$ cat src/rtl/bcd_to_binary.sv
// Sequential BCD-to-binary converter using reverse double-dabble, one bit per clock; 4*DIGITS+1 edges from accept to done.
// No backpressure: start is ignored while busy. Define BCD_TO_BIN_SAT_EN to saturate binary on err instead of zeroing it.
module bcd_to_binary #(
  parameter int DIGITS = 4,
  parameter int BIN_W  = 14
) (
  input  logic                  clk,
  input  logic                  rst_n,
  input  logic                  start,
  input  logic [4*DIGITS-1:0]   bcd,
  output logic                  busy,
  output logic                  done,
  output logic [BIN_W-1:0]      binary,
  output logic                  err
);

  localparam int W  = 4 * DIGITS;
  localparam int EW = (BIN_W > W) ? BIN_W : W;
  localparam int CW = $clog2(W + 1);

`ifdef BCD_TO_BIN_SAT_EN
  localparam logic [BIN_W-1:0] ERR_VAL = '1;
`else
  localparam logic [BIN_W-1:0] ERR_VAL = '0;
`endif

  typedef enum logic [1:0] {
    IDLE   = 2'd0,
    SHIFT  = 2'd1,
    FINISH = 2'd2
  } state_t;

  state_t           state_q, state_d;
  logic [W-1:0]     bcd_q, bcd_d;
  logic [W-1:0]     acc_q, acc_d;
  logic [CW-1:0]    cnt_q, cnt_d;
  logic             inv_q, inv_d;
  logic             busy_q, busy_d;
  logic             done_q, done_d;
  logic [BIN_W-1:0] binary_q, binary_d;
  logic             err_q, err_d;

  logic             invalid_in;
  logic [W-1:0]     sh_bcd;
  logic [W-1:0]     sh_acc;
  logic [W-1:0]     bcd_corr;
  logic [EW-1:0]    acc_ext;
  logic             ovf;

  always_comb begin
    invalid_in = 1'b0;
    for (int i = 0; i < DIGITS; i++) begin
      if (bcd[4*i +: 4] > 4'd9) invalid_in = 1'b1;
    end
  end

  // The shift moves the BCD LSB into the accumulator MSB; each nibble is then corrected.
  always_comb begin
    {sh_bcd, sh_acc} = {bcd_q, acc_q} >> 1;
    bcd_corr = sh_bcd;
    for (int i = 0; i < DIGITS; i++) begin
      if (sh_bcd[4*i +: 4] >= 4'd8) bcd_corr[4*i +: 4] = sh_bcd[4*i +: 4] - 4'd3;
    end
  end

  always_comb begin
    acc_ext = EW'(acc_q);
    ovf     = |(acc_q >> BIN_W);
  end

  always_comb begin
    state_d  = state_q;
    bcd_d    = bcd_q;
    acc_d    = acc_q;
    cnt_d    = cnt_q;
    inv_d    = inv_q;
    busy_d   = busy_q;
    done_d   = 1'b0;
    binary_d = binary_q;
    err_d    = err_q;
    case (state_q)
      IDLE: begin
        if (start) begin
          bcd_d   = bcd;
          acc_d   = '0;
          cnt_d   = '0;
          inv_d   = invalid_in;
          busy_d  = 1'b1;
          state_d = SHIFT;
        end
      end
      SHIFT: begin
        bcd_d = bcd_corr;
        acc_d = sh_acc;
        cnt_d = cnt_q + 1'b1;
        if (cnt_q == CW'(W - 1)) state_d = FINISH;
      end
      FINISH: begin
        err_d    = inv_q | ovf;
        binary_d = (inv_q | ovf) ? ERR_VAL : acc_ext[BIN_W-1:0];
        done_d   = 1'b1;
        busy_d   = 1'b0;
        state_d  = IDLE;
      end
      default: state_d = IDLE;
    endcase
  end

  always_ff @(posedge clk or negedge rst_n) begin
    if (!rst_n) begin
      state_q  <= IDLE;
      bcd_q    <= '0;
      acc_q    <= '0;
      cnt_q    <= '0;
      inv_q    <= 1'b0;
      busy_q   <= 1'b0;
      done_q   <= 1'b0;
      binary_q <= '0;
      err_q    <= 1'b0;
    end else begin
      state_q  <= state_d;
      bcd_q    <= bcd_d;
      acc_q    <= acc_d;
      cnt_q    <= cnt_d;
      inv_q    <= inv_d;
      busy_q   <= busy_d;
      done_q   <= done_d;
      binary_q <= binary_d;
      err_q    <= err_d;
    end
  end

  assign busy   = busy_q;
  assign done   = done_q;
  assign binary = binary_q;
  assign err    = err_q;

endmodule

$ cat config.mk
export PLATFORM = sky130hd
export DESIGN_NAME = bcd_to_binary
export DESIGN_NICKNAME = d
export VERILOG_FILES = /design/src/rtl/bcd_to_binary.sv
export SDC_FILE = /design/constraint.sdc
export NUM_CORES = 1
export LEC_CHECK = 0
export CAP_MARGIN = 20
export CORE_MARGIN = 8
export CORE_UTILIZATION = 40
export DETAILED_ROUTE_END_ITERATION = 8
export HOLD_SLACK_MARGIN = 0.06
export PLACE_DENSITY = 0.75
export SLEW_MARGIN = 10
export SYNTH_ARGS = -nofsm -noshare
export SYNTH_HDL_FRONTEND = slang
export SYNTH_SLANG_ARGS = --single-unit
$ cat constraint.sdc
create_clock -name clk -period 1.4 [get_ports clk]
set_clock_uncertainty 0.15 [all_clocks]
set_input_delay 0.14 -clock clk [delete_from_list [all_inputs] [get_ports clk]]
set_output_delay 0.14 -clock clk [all_outputs]
set_load 0.005 [all_outputs]
==> results of run 1 <==
[worst max-delay path, stage by stage (launching register included)]
cell and delay (ps):
sky130_fd_sc_hd__dfrtp_1 390, sky130_fd_sc_hd__buf_4 140, sky130_fd_sc_hd__buf_6 110, sky130_fd_sc_hd__nor2b_4 390, sky130_fd_sc_hd__a22o_1 240
[power groups by stage]
stage	Clock (W)	Combinational (W)	Sequential [W]
final	0.00138	0.00320	0.00259
after global routing	0.00148	0.00347	0.00265
after CTS	0.00140	0.00292	0.00255
after detailed placement	0	0.00240	0.00257
after global placement	0	0.00232	0.00255
after floorplan	0	0.00157	0.00254
[sequential cells by signal, indices dropped and copies added (netlist names)]
register / cells
inv_q: 1
state_q: 2
bcd_q: 16
busy: 1
cnt_q: 5
binary: 14
done: 1
acc_ext: 16
err: 1
[area by class of cell]
class                   instances  area [um^2]  area share
flip-flops and latches         57         1428      0.3747
multi-input cells             144         1180      0.3097
inverters                       9        36.28    0.009524
clock buffers                  10        137.6     0.03612
well taps                      77        96.34     0.02529
repair buffers                 92        888.4      0.2332
clock inverters                 6        43.79     0.01149
[cell families after synthesis]
family,Yosys count
AOI/OAI and AO/OA,77
xor gates and xnor gates,6
adders and majority gates,8
buffers and inverters,24
DFF,57
muxes,5
and+or+nand+nor,48
[final timing paths]
path                                        start                      end  slack [ps]  cells after the start
setup / recovery           state_q[0]$_DFFE_PN0P_  acc_ext[15]$_DFFE_PN0P_        -100                      4
max in group asynchronous                   rst_n     bcd_q[6]$_DFFE_PN0P_         520                      3
min in group clk                           bcd[2]     bcd_q[2]$_DFFE_PN0P_         340                      3
hold reg to reg             bcd_q[14]$_DFFE_PN0P_    bcd_q[14]$_DFFE_PN0P_         340                      2
setup reg to reg           state_q[0]$_DFFE_PN0P_  acc_ext[15]$_DFFE_PN0P_        -100                      4
hold / removal                              rst_n    binary[0]$_DFFE_PN0P_         130                      2
[synth_stat cells (2+ instances only)]
library cell,instances,share of area
sky130_fd_sc_hd__dfrtp_1,57,0.55
sky130_fd_sc_hd__nand2b_1,4,0.0097
sky130_fd_sc_hd__xnor2_1,6,0.020
sky130_fd_sc_hd__nor2b_1,9,0.022
sky130_fd_sc_hd__ha_1,8,0.039
sky130_fd_sc_hd__mux2_2,2,0.0087
sky130_fd_sc_hd__o22ai_1,2,0.0048
sky130_fd_sc_hd__and3b_1,3,0.010
sky130_fd_sc_hd__a22o_1,33,0.11
sky130_fd_sc_hd__nand2_1,6,0.0087
sky130_fd_sc_hd__clkbuf_1,4,0.0058
sky130_fd_sc_hd__nand3_1,4,0.0077
sky130_fd_sc_hd__o21ai_0,12,0.023
sky130_fd_sc_hd__buf_1,2,0.0029
sky130_fd_sc_hd__mux2i_1,3,0.012
sky130_fd_sc_hd__a21oi_1,16,0.031
sky130_fd_sc_hd__nor3b_1,6,0.017
sky130_fd_sc_hd__buf_2,8,0.015
sky130_fd_sc_hd__a32oi_1,3,0.010
sky130_fd_sc_hd__inv_1,9,0.013
sky130_fd_sc_hd__o22a_1,8,0.027
sky130_fd_sc_hd__nor2_1,12,0.017
[timing repair]
item | in CTS | in global routing
pin swaps | 24 | 20
buffers inserted | 17 | 5
endpoints found under the setup margin | 69 | 55
gates resized for setup | 48 | 29
hold buffers | 1 | 0
endpoints found under the hold margin | 57 | 0
gates cloned | 4 | 1
[through the flow]
step / hold slack (ps) / total power [W] / std cells
6_report: 129.5 / 0.007170 / 395
5_1_grt: 159.5 / 0.007604 / 395
4_1_cts: 118.6 / 0.006881 / 391
3_5_place_dp: -53.66 / 0.004970 / 353
3_3_place_gp: -59.58 / 0.004867 / 353
2_1_floorplan: -305.6 / 0.004111 / 225
[per-layer routing]
layer | GRT usage | share of wire | vias up
met2 | 0.2656 | 0.51 | 56
met5 | 0 | 0 | -
li1 | - | - | 997
met1 | 0.1784 | 0.43 | 1084
met4 | 0.06683 | 0.017 | 0
met3 | 0.04405 | 0.049 | 9
==> impl_metrics.py, run 1 <==
metrics = {
    "setup_path": {
        "cp.arrival_ps": 1610,
        "setup.worst_path.end_class": "flip-flop",
        "critical_path.startpoint_type": "flip-flop",
        "critical_path_class": "flip-flop to flip-flop",
        "timing.critical_path.fanout_max": 18,
        "timing.critical_path.required_ps": 1510,
    },
    "detailed_routing": {
        "vias_per_cell": 5.433,
        "drt_iter0_drc": 64,
        "firstDrtPassIters": 4,
        "route.vias.total": 2146,
        "wire_per_inst_um": 17.43,
        "drc": 0,
        "antenna_left": 0,
        "detail_route.wirelength_mm": 6.883,
    },
    "synth": {
        "netlist-cell-type-count": 30,
        "syn_inst": 225,
        "number_of_enable_type_register_cells_in_the_synthesized_netlist": 0,
        "synth_seq_area_share": 0.5518,
        "synth.mux.area_fraction": 0.02033,
        "post_synth_fa_ha_maj_area_fraction": 0.03872,
        "synth-warning-count": 0,
        "synth_compound_gate_area_share": 0.2178,
        "postSynthRegisterBits": 57,
        "synth-xor-area-share": 0.02033,
        "synth_async_sr_flop_share": 1.000,
        "net_count_after_synthesis": 252,
        "synth_top_family_by_area": "compound AO/OA/AOI/OAI gates",
        "synth_ff_type": "sky130_fd_sc_hd__dfrtp_1",
        "syn_area_per_cell_um2": 11.49,
        "synth_area_um2": 2585,
        "synth_simple_gate_area_share": 0.1094,
    },
    "power": {
        "irDropWorstVdd_v": 0.001104,
        "p_clk_frac": 0.193,
        "switching_share": 0.3541,
        "cell_internal_power_dissipation_w": 0.004631,
        "power.share.sequential": 0.361,
        "power_spent_charging_and_discharging_nets_w": 0.002539,
        "power.combinational.fraction": 0.446,
        "power-per-cell-area_nw_per_um2": 1882,
        "total_leakage_power_nw": 1.844,
    },
    "clocking": {
        "post_cts_clock_slew_at_the_launch_and_capture_registers_of_the_worst_setup_and_hold_paths_ps": 70,
        "clock-root-buffer": "sky130_fd_sc_hd__clkbuf_8",
        "cts_max_level": 3,
        "clock_latency_ps": 340,
        "cts-root-to-sink-buffers": 2,
        "cts_tree": "built",
        "numCtsBuffers": 9,
        "clock-sinks": 57,
    },
    "finish": {
        "mostFrequentLayoutCell": "sky130_fd_sc_hd__dfrtp_1",
        "finish.instance_area_um2": 3810,
        "filler_cell_count": 511,
        "diodes": 0,
        "synthToLayoutAreaGrowth_pct": 47.39,
        "nets": 340,
        "most-common-layout-cells": "sky130_fd_sc_hd__dfrtp_1 (56), sky130_fd_sc_hd__buf_4 (41), sky130_fd_sc_hd__a22o_1 (33)",
        "finalCoreUtilization": 0.6034,
        "drive_above_1_share": 0.3302,
    },
    "sta": {
        "totalNegativeSetupSlack_ps": -2238,
        "hold_violations": 0,
        "max_slew_headroom": 0.7111,
        "final-setup-viol-count": 41,
        "fin_crit_ps": 1500,
        "layout_worst_path_cycle_share": 1.072,
        "unrepaired_setup_endpoints_after_global_routing": "yes",
        "slack_of_the_critical_path_ps": -100.1,
        "worst_pin_slew_ps": 433.4,
        "report.final.slew_viol_count": 0,
        "maxClockFrequency_mhz": 666.6,
    },
    "place": {
        "routability_congestion_estimate": 0.8254,
        "port-buffer-count": 35,
        "placed_cell_area_um2": 3223,
        "place.detailed.hpwl_mm": 3.997,
        "detailedPlace.worstSlack_ps": -280.3,
    },
    "floorplan": {
        "floorplan.initialDensity": 0.4094,
        "floorplan.die.height_um": 96.39,
        "floorplan_row_count": 29,
        "floorplan.io_pins": 36,
        "core_area_um2": 6314,
        "fp.dieW_um": 96.39,
        "design.die.area_um2": 9291,
    },
    "hold_path": {
        "min-delay-path-class": "input port to asynchronous set/reset pin",
    },
    "grt": {
        "grt_antenna_before_repair": 0,
        "grt_overflow_total": 0,
        "total_global_route_track_usage": 0.1554,
        "grt_first_pass_wirelength_mm": 10.92,
        "grt_start_max_net_pins": 21,
        "grt_pass1_vias": 2275,
    },
    "status": {
        "violations": "negative setup slack",
        "outcome": "finished with violations",
    },
    "job": {
        "cap_violations": 0,
    },
}
Power figures use the tool's default switching activity.
==> run 2, diff against run 1 <==
- CORE_ASPECT_RATIO: unset -> 1.75
- clock period: 1.4 -> 1.3 ns (I/O delays scaled with it)
==> run 2 against run 1 <==
The flow still finishes with violations (negative setup slack). Power increased by 27%. Sequential power rose by 9.3%. Final cell count rose by 1.5%. Clock power grew 78%. Design area increased by 7.1%. Sequential share of layout area fell by 2.5 points. Hold slack improved by 43 ps. Die area is 1.1% higher. Critical path depth is 1 higher. Clock-buffer cell count rose by 2. First-iteration DRC count up 97%. Utilization rose by 3.5 points. Critical path type unchanged.
==> impl_metrics.py, run 2 (synthesis gave the netlist of run 1 again) <==
metrics = {
    "sta": {
        "hold_violations": 0,
        "slack_of_the_critical_path_ps": -192.8,
        "max_slew_headroom": 0.7160,
        "maxClockFrequency_mhz": 669.9,
        "worst_pin_slew_ps": 426.0,
        "unrepaired_setup_endpoints_after_global_routing": "yes",
        "fin_crit_ps": 1493,
        "report.final.slew_viol_count": 0,
        "layout_worst_path_cycle_share": 1.148,
        "final-setup-viol-count": 54,
    },
    "floorplan": {
        "floorplan_row_count": 39,
        "floorplan.initialDensity": 0.4044,
        "floorplan.die.height_um": 122.3,
        "design.die.area_um2": 9392,
        "floorplan.io_pins": 36,
        "fp.dieW_um": 76.77,
        "core_area_um2": 6392,
    },
    "finish": {
        "most-common-layout-cells": "sky130_fd_sc_hd__dfrtp_1 (56), sky130_fd_sc_hd__buf_4 (35), sky130_fd_sc_hd__a22o_1 (33)",
        "nets": 341,
        "filler_cell_count": 483,
        "finalCoreUtilization": 0.6383,
        "mostFrequentLayoutCell": "sky130_fd_sc_hd__dfrtp_1",
        "drive_above_1_share": 0.3511,
        "diodes": 0,
        "synthToLayoutAreaGrowth_pct": 57.84,
    },
    "place": {
        "port-buffer-count": 35,
        "place.detailed.hpwl_mm": 4.082,
        "detailedPlace.worstSlack_ps": -443.2,
        "routability_congestion_estimate": 0.7541,
    },
    "setup_path": {
        "timing.critical_path.required_ps": 1420,
        "critical_path.startpoint_type": "flip-flop",
        "critical_path_class": "flip-flop to flip-flop",
        "cp_slowest_cell": "sky130_fd_sc_hd__dfrtp_1",
        "cp.arrival_ps": 1610,
        "setup.worst_path.end_class": "flip-flop",
        "timing.critical_path.fanout_max": 15,
        "max_stage_delay_ps": 390,
        "crit_chain": "buf_6 -> nand2b_4 -> nor4_4 -> buf_12 -> a22o_1",
    },
    "grt": {
        "grt_antenna_before_repair": 0,
        "grt_overflow_total": 0,
        "grt_start_max_net_pins": 58,
        "grt_pass1_vias": 2303,
        "total_global_route_track_usage": 0.1550,
        "grt_first_pass_wirelength_mm": 11.50,
    },
    "detailed_routing": {
        "antenna_left": 0,
        "drt_iter0_drc": 126,
        "firstDrtPassIters": 4,
        "drc": 0,
        "route.vias.total": 2203,
        "wire_per_inst_um": 18.60,
        "detail_route.wirelength_mm": 7.460,
        "vias_per_cell": 5.494,
    },
    "clocking": {
        "numCtsBuffers": 9,
        "clock-root-buffer": "sky130_fd_sc_hd__clkbuf_16",
        "post_cts_clock_slew_at_the_launch_and_capture_registers_of_the_worst_setup_and_hold_paths_ps": 50,
        "clock-sinks": 57,
        "cts_tree": "built",
        "clock_latency_ps": 330,
        "cts-root-to-sink-buffers": 2,
        "cts_max_level": 3,
    },
    "status": {
        "violations": "negative setup slack",
        "outcome": "finished with violations",
    },
    "power": {
        "power-per-cell-area_nw_per_um2": 2228,
        "total_leakage_power_nw": 1.970,
        "irDropWorstVdd_v": 0.0009922,
    },
    "hold_path": {
        "min-delay-path-class": "input port to asynchronous set/reset pin",
    },
    "job": {
        "cap_violations": 0,
    },
}
run 2: path summary, 6_finish.rpt:
kind	start	cells after the start	endpoint	slack [ps]
setup reg to reg	state_q[0]$_DFFE_PN0P_	5	binary[5]$_DFFE_PN0P_	-190
min in group clk	binary[8]$_DFFE_PN0P_	1	binary[8]$_DFFE_PN0P_	340
setup / recovery	state_q[0]$_DFFE_PN0P_	5	binary[5]$_DFFE_PN0P_	-190
hold reg to reg	binary[8]$_DFFE_PN0P_	1	binary[8]$_DFFE_PN0P_	340
hold / removal	rst_n	3	acc_ext[2]$_DFFE_PN0P_	170
max in group asynchronous	rst_n	3	bcd_q[7]$_DFFE_PN0P_	560
run 2: final cells by class:
| class | count | area [um^2] | area share |
|---|---|---|---|
| multi-input combinational | 146 | 1296 | 0.3177 |
| clock inverter | 4 | 50.05 | 0.01227 |
| tap | 82 | 102.6 | 0.02515 |
| clock buffer | 12 | 266.5 | 0.06532 |
| inverter | 9 | 33.78 | 0.008280 |
| sequential | 57 | 1428 | 0.3499 |
| timing repair buffer | 91 | 903.4 | 0.2214 |
run 2: timing repair:
action | CTS | global route
setup buffers | 17 | 5
gates resized for setup | 53 | 28
setup endpoints to repair | 72 | 56
gates cloned | 4 | 1
endpoints found under the hold margin | 57 | 0
hold buffers | 1 | 0
pin swaps | 13 | 33
run 2: through the flow:
step | TNS (ps) | instances | total power, W | area (um^2) | hold WS [ps]
floorplan | -1307 | 225 | 0.004554 | 2674 | -315.6
global placement | -13710 | 359 | 0.005299 | 3303 | -0.8227
detailed placement | -16300 | 359 | 0.005448 | 3303 | 6.314
CTS | -5801 | 397 | 0.008697 | 3944 | 201.8
global route | -8258 | 401 | 0.009527 | 4080 | 244.2
finish | -6523 | 401 | 0.009090 | 4080 | 172.8
run 2: layer usage:
layer	vias to the layer above	GRT usage	wire length, um
met5	-	0	0
met3	17	0.04545	322
met4	0	0.07869	244
met2	61	0.2750	4105
met1	1122	0.1627	2788
li1	1003	-	-
run 2: critical path, delay by kind of cell, from the launching register on:
kind                   cells  cell delay (ps)
DFF                        1              390
AOI/OAI and AO/OA          1              130
and+or+nand+nor            2              410
buffers and inverters      2              350
run 2: report_power, final:
group          total (W)  internal, W  switching, W
clock network    0.00245      0.00163      0.000818
logic            0.00381      0.00214       0.00167
registers        0.00283      0.00232      0.000505
